$ cat config.mk
export PLATFORM = sky130hd
export DESIGN_NAME = fifo_rd_stream
export DESIGN_NICKNAME = d
export VERILOG_FILES = /design/src/rtl/fifo_rd_stream.sv
export SDC_FILE = /design/constraint.sdc
export NUM_CORES = 1
export LEC_CHECK = 0
export CAP_MARGIN = 10
export CELL_PAD_IN_SITES_DETAIL_PLACEMENT = 0
export CELL_PAD_IN_SITES_GLOBAL_PLACEMENT = 1
export CORE_UTILIZATION = 25
export DETAILED_ROUTE_END_ITERATION = 10
export GPL_TIMING_DRIVEN = 0
export PLACE_DENSITY_LB_ADDON = 0.05
export SYNTH_ARGS = -nofsm -noshare
export SYNTH_HDL_FRONTEND = slang
export SYNTH_SLANG_ARGS = --single-unit
$ cat constraint.sdc
create_clock -name clk -period 9.3 [get_ports clk]
set_clock_uncertainty 0.1 [all_clocks]
set_input_delay 2.79 -clock clk [delete_from_list [all_inputs] [get_ports clk]]
set_output_delay 2.79 -clock clk [all_outputs]
set_load 0.005 [all_outputs]
$ cat src/rtl/fifo_rd_stream.sv
// Read-side adapter: pulls words from an async FIFO read port (rd_en/empty, 1-cycle data) and
// re-presents them as a valid/ready stream via a 2-entry prefetch buffer. Optional macro: FIFO_RD_STREAM_STATS_EN.
module fifo_rd_stream #(
  parameter int DW = 32,
  parameter int CW = 16
) (
  input  logic          clk,
  input  logic          nreset,
  input  logic          fifo_empty,
  output logic          fifo_rd_en,
  input  logic [DW-1:0] fifo_rd_data,
  output logic          out_valid,
  input  logic          out_ready,
  output logic [DW-1:0] out_data,
  output logic [1:0]    level
`ifdef FIFO_RD_STREAM_STATS_EN
  ,
  output logic [CW-1:0] xfer_count
`endif
);

  logic          run_q;
  logic [1:0]    occ_q, occ_d;
  logic          pend_q;
  logic          wptr_q;
  logic          rptr_q, rptr_d;
  logic          out_valid_q;
  logic [DW-1:0] out_data_q;
  logic [DW-1:0] buf_q [2];
  logic [DW-1:0] buf_d [2];
  logic          pop;
  logic [2:0]    fill_after;

  assign pop = out_valid_q & out_ready;

  // Words that will be buffered or in flight after this cycle; never allowed past 2.
  assign fill_after = {1'b0, occ_q} + {2'b00, pend_q} - {2'b00, pop};
  assign fifo_rd_en = run_q & ~fifo_empty & (fill_after < 3'd2);

  always_comb begin
    buf_d = buf_q;
    if (pend_q) begin
      buf_d[wptr_q] = fifo_rd_data;
    end
    rptr_d = rptr_q ^ pop;
    occ_d  = fill_after[1:0];
  end

  generate
    for (genvar gi = 0; gi < 2; gi++) begin : g_entry
      always_ff @(posedge clk or negedge nreset) begin
        if (!nreset) begin
          buf_q[gi] <= '0;
        end else begin
          buf_q[gi] <= buf_d[gi];
        end
      end
    end
  endgenerate

  always_ff @(posedge clk or negedge nreset) begin
    if (!nreset) begin
      run_q       <= 1'b0;
      occ_q       <= 2'd0;
      pend_q      <= 1'b0;
      wptr_q      <= 1'b0;
      rptr_q      <= 1'b0;
      out_valid_q <= 1'b0;
      out_data_q  <= '0;
    end else begin
      run_q       <= 1'b1;
      occ_q       <= occ_d;
      pend_q      <= fifo_rd_en;
      wptr_q      <= wptr_q ^ pend_q;
      rptr_q      <= rptr_d;
      // Output registers look ahead at the next head so they line up with occ/rptr.
      out_valid_q <= (occ_d != 2'd0);
      out_data_q  <= buf_d[rptr_d];
    end
  end

  assign out_valid = out_valid_q;
  assign out_data  = out_data_q;
  assign level     = occ_q;

`ifdef FIFO_RD_STREAM_STATS_EN
  logic [CW-1:0] xfer_q;

  always_ff @(posedge clk or negedge nreset) begin
    if (!nreset) begin
      xfer_q <= '0;
    end else if (pop && (xfer_q != {CW{1'b1}})) begin
      xfer_q <= xfer_q + {{(CW-1){1'b0}}, 1'b1};
    end
  end

  assign xfer_count = xfer_q;
`else
  localparam int unused_cw = CW;
`endif

endmodule

---- Yosys cells after proc, flatten, opt, wreduce, memory -nomap -nowiden ----
Cells that the tools add are included.
storage, ports and cells
  bits in registers ....................... 103
  input port bits ......................... 36
  output and inout port bits .............. 36
operators by class
  add/subtract/negate cells ............... 2
  magnitude comparators ................... 4
  muxes and demuxes ....................... 7
  bitwise operators ....................... 8
  reductions and logical operators ........ 2
operators with widths
  cell                count
  $mux 32             4
  $bwmux 64           1
  $mux 64             1
  $demux 32 s1        1
  $ge 2x2->1 const B  2
  $not 1->2           2
  $add 2x1->3         1
  $and 1x1->1         3
  $lt 3x2->1 const B  1
  $sub 3x1->3         1
  $lt 2x1->1 const B  1
  $reduce_bool 2->1   1
  $xor 1x1->1         2
  $logic_and 1x1->1   1
  $not 1->1           1

---- Logic depth before layout (Yosys ltp) ----
  word-level depth ........................ 10
  depth in mapped cells ................... 8

---- Worst setup path after synthesis ----
No wires, ideal clock.
  kind .................................... input-to-output
  from .................................... input port out_ready
  to ...................................... output port fifo_rd_en
  arrival time ............................ 4.311 ns
  data required time ...................... 6.410 ns
  path slack .............................. 2.099 ns
  stages on the path ...................... 7
  buffers on the path ..................... 0
  cell sequence ........................... nand2_1 inv_1 ha_1 inv_1 ha_1 fa_1 nor4b_1
on the way
  cells in the longest elaborated chain, start to end .. 4
ends and longest elaborated chain
  item                line  source
  start: declaration  13    input logic out_ready,
  $and 1x1->1         34    assign pop = out_valid_q & out_ready;
  $sub 3x1->3         37    assign fill_after = {1'b0, occ_q} + {2'b00, pend_q} - {2'b00, pop};
  via fill_after[1]   32    logic [2:0] fill_after;
  $lt 3x2->1          38    assign fifo_rd_en = run_q & ~fifo_empty & (fill_after < 3'd2);
  $and 1x1->1         38
  end: declaration    10    output logic fifo_rd_en,
The timed path passes the listed nets, and every way through them passes these cells.

---- Worst setup path after layout ----
Ends and elaborated chain as after synthesis.

==> results.rst <==
.. list-table::
   :header-rows: 1

   * - Metric
     - Value
   * - Run status
     - finished clean
   * - Final count of pins violating max slew
     - 0
   * - Critical R2R Launch
     - out_valid
   * - Growth of design area from synthesis to finish
     - 30.4%
   * - Antenna diodes
     - 0
   * - EDFF count, synth
     - 0
   * - HP Start
     - wptr_q
   * - Sum Neg Setup Slack
     - 0 ps
   * - Count of mapped cells out of synthesis
     - 262
   * - Crit Path Class
     - in -> out
   * - Largest driver fanout on the critical path
     - 3
   * - Crit path from
     - out_ready
   * - Area of the mapped netlist
     - 4360 µm²
   * - Number of hold violations in the final report
     - 0
   * - Number of violations reported at the end of detailed-routing iteration 0
     - 50
   * - Final standard cell area without fillers
     - around 5700 µm²
   * - Min cycle time layout
     - 8320 ps
   * - Starting density of the core
     - approximately 26%
   * - Share of cells above drive strength 1
     - 33.1%
   * - Util after Layout
     - between 30% and 40%
   * - # nets final
     - 384
   * - Clock tree from TritonCTS
     - done
   * - Post-DP Area
     - 5370 µm²
   * - Crit path required time
     - 6410 ps
   * - Endpoint kind of the worst setup timing path
     - output pin
   * - Series of cell instances along the critical path
     - clkdlybuf4s50_1, nand2_1, inv_1, ha_1, inv_1, ha_1, fa_1, nor4b_1, clkdlybuf4s50_1
   * - Post-route antenna net violation count
     - 0
   * - Number of cells traversed by the worst register-to-register path
     - 7
   * - Final setup vio count
     - 0
   * - Highest Clock Rate
     - 120 MHz
   * - Number of storage elements in the synthesis netlist
     - 103
   * - Leading cell type by number of instances after synthesis
     - sky130_fd_sc_hd__dfrtp_1
   * - Total nets after synthesis
     - 301
   * - Vias per inst
     - 4.09
   * - RD Place Congestion
     - 0.642
   * - Synthesized area per cell
     - about 17 µm²
   * - Area of combinational cells with multiple inputs
     - 1680 µm²
   * - Cell family with most CP delay
     - buffers and inverters
   * - Total number of placement rows
     - 47
   * - Post-CTS setup buffers
     - 0
   * - Crit path max-delay cell type
     - sky130_fd_sc_hd__clkdlybuf4s50_1
   * - Clock latency at the later pin of the worst-skew pair
     - 340 ps
   * - VDD IR max
     - approximately 0.11 mV
   * - Element type at the critical path start
     - input port
   * - Global-route wire length before repair
     - 14400 µm
   * - Clock H-tree levels
     - 3
   * - Sequential share of the synthesized area
     - 59.1%
   * - Number of distinct library cells after synthesis
     - 20
   * - Floorplan core area
     - around 17000 µm²
   * - Maximum number of pins on one net before global-route repair
     - 58
   * - Cell types with the largest area share after synthesis
     - sky130_fd_sc_hd__dfrtp_1 (59%), sky130_fd_sc_hd__mux2_2 (15%), sky130_fd_sc_hd__mux2_1 (10%)
   * - Primary flip-flop cell chosen by synthesis mapping
     - sky130_fd_sc_hd__dfrtp_1
   * - Post-detailed-placement half-perimeter wirelength
     - approximately 5500 µm
   * - Cell type with the largest total area after synthesis
     - sky130_fd_sc_hd__dfrtp_1
   * - Number of gates resized after cts
     - 0
   * - Yosys warning count
     - 0
   * - Crit path DAT
     - between 5000 and 6000 ps
   * - Die Outline Area
     - about 18000 µm²
   * - Area taken by flip-flops and latches
     - 2580 µm²
   * - Internal reg-to-reg setup slack
     - 7020 ps
   * - Width of the die
     - 134 µm
   * - Initial antenna violation count
     - 0
   * - Number of sinks driven by the clock tree
     - 103
   * - Actual slew at the worst max-slew pin
     - 704 ps
   * - Detailed-route DRC error count
     - 0
   * - Fillers
     - 1653
   * - Hold bufs inserted after CTS
     - 0
   * - Hold-critical path depth
     - 1
   * - Routed length per placed instance
     - 15.5 µm
   * - Vias
     - 2329
   * - Clock edge transition at the registers on the reported setup and hold paths
     - 70 ps
   * - Top cell type's share of synthesized area
     - about three fifths
   * - Worst flop-to-flop path endpoint
     - pend_q
   * - Max-cap violations
     - 0
   * - Count of buffers inserted at the top-level ports
     - 71
   * - Global route total overflow
     - 0
   * - Power Density
     - roughly 360 nW/µm²
   * - Buf/Inv on CP
     - 4
   * - Slew margin rel.
     - between 50 and 60%
   * - List of most frequent post-synthesis cells
     - sky130_fd_sc_hd__dfrtp_1 (103), sky130_fd_sc_hd__mux2_2 (57), sky130_fd_sc_hd__mux2_1 (40), sky130_fd_sc_hd__mux2_4 (30)
   * - Drt first pass iters
     - 3
   * - Routed wire length
     - 8810 µm
   * - Max Root-Sink Buffers
     - 2
   * - Vertical extent of the die
     - roughly 130 µm
   * - Post-synthesis async set-or-reset flop share
     - 100%
   * - Total routing usage reported by global routing
     - 10.7%
   * - Root buffer selected by CTS
     - sky130_fd_sc_hd__clkbuf_16
   * - Post-route clock period utilization
     - 89.5%
   * - Type of the most critical hold path
     - reg -> reg
   * - Leakage power summed over all cells
     - 2.38 nW
   * - Number of buffers created by CTS
     - 9
   * - Number of global-route vias before repair
     - 2547
   * - Delay contributed by the slowest stage of the critical path
     - just under 600 ps
   * - Hold Crit Endpoint
     - wptr_q
   * - Total I/O pin count
     - 72
   * - RSZ-0062 raised after global routing
     - no
[where the power goes]
group | internal [mW] | switching [mW] | total [mW]
Combinational | 0.577 | 0.279 | 0.857
Sequential | 0.684 | 0.0918 | 0.775
Clock | 0.230 | 0.167 | 0.398
Total | 1.49 | 0.538 | 2.03
[kinds of logic (layout without fill, tap and decap cells)]
family | count (synthesis) | after routing | share of synthesized area [%]
adders and majority gates | 3 | 3 | 1.03
buffers and inverters | 19 | 107 | 2.33
muxes | 128 | 128 | 35.7
and+or+nand+nor | 5 | 5 | 0.661
other | 1 | 1 | 0.0861
xor gates and xnor gates | 3 | 3 | 1.03
DFF | 103 | 103 | 59.1
[flip-flops by register name, indices dropped and copies added (netlist names)]
name / flops
buf_q: 64
pend_q: 1
level: 2
wptr_q: 1
rptr_q: 1
run_q: 1
out_data: 32
out_valid: 1
[per-stage QoR]
step,hold slack [ps],cells,worst slack (ps),power (mW)
detailed placement,371,554,887,1.66
global route,407,570,833,2.17
finish,387,570,981,2.03
global placement,367,553,899,1.65
floorplan,352,262,2100,1.35
CTS,387,570,884,2.08
[metal layers]
metal  part of all wire [%]  global-route usage, %  wire length, µm
met1                     49                   14.2             4290
met2                     45                   16.3             3970
met3                    4.0                   2.46              352
met4                    2.1                   5.43              189
met5                      0                      0                0
[placed cells by master, fill, tap and decap left out]
cell	n
sky130_fd_sc_hd__clkbuf_8	3
sky130_fd_sc_hd__clkbuf_1	2
sky130_fd_sc_hd__nand2_1	2
sky130_fd_sc_hd__conb_1	1
sky130_fd_sc_hd__xor2_1	1
sky130_fd_sc_hd__or2_2	1
sky130_fd_sc_hd__buf_2	6
sky130_fd_sc_hd__inv_1	6
sky130_fd_sc_hd__mux2_4	30
sky130_fd_sc_hd__buf_6	4
sky130_fd_sc_hd__mux2_2	57
sky130_fd_sc_hd__nand2b_1	1
sky130_fd_sc_hd__dfrtp_1	103
sky130_fd_sc_hd__buf_16	1
sky130_fd_sc_hd__clkinv_2	2
sky130_fd_sc_hd__mux2i_2	1
sky130_fd_sc_hd__xnor2_1	1
sky130_fd_sc_hd__clkbuf_16	9
sky130_fd_sc_hd__xor2_4	1
sky130_fd_sc_hd__ha_1	2
sky130_fd_sc_hd__fa_1	1
sky130_fd_sc_hd__clkdlybuf4s50_1	70
sky130_fd_sc_hd__bufinv_16	1
sky130_fd_sc_hd__mux2_1	40
sky130_fd_sc_hd__nor4b_1	1
sky130_fd_sc_hd__buf_1	3
[worst max-delay path by stage]
stage            endpoint  slack (ps)  cells after the start
2_1_floorplan  fifo_rd_en        2100                      7
3_3_place_gp   fifo_rd_en         900                      9
3_5_place_dp   fifo_rd_en         890                      9
4_1_cts        fifo_rd_en         880                      9
5_1_grt        fifo_rd_en         830                      9
6_report       fifo_rd_en         980                      9
[area by class of cell]
class                           instances  area share (%)
Clock inverter                          3           0.705
Inverter                                6           0.396
Timing Repair Buffer                   72            13.0
Multi-Input combinational cell        140            29.5
Clock buffer                           13            4.76
Tap cell                              220            4.84
Sequential cell                       103            45.4
Buffer                                 13            1.39
[worst register-to-register path, delay by kind of cell, from the launching register on]
kind	cells	cell delay, ps
fa+ha+maj	3	930
flops	1	370
buf+inv	2	110
simple gates	2	630
Note: power is estimated with default switching activity, not from simulation.
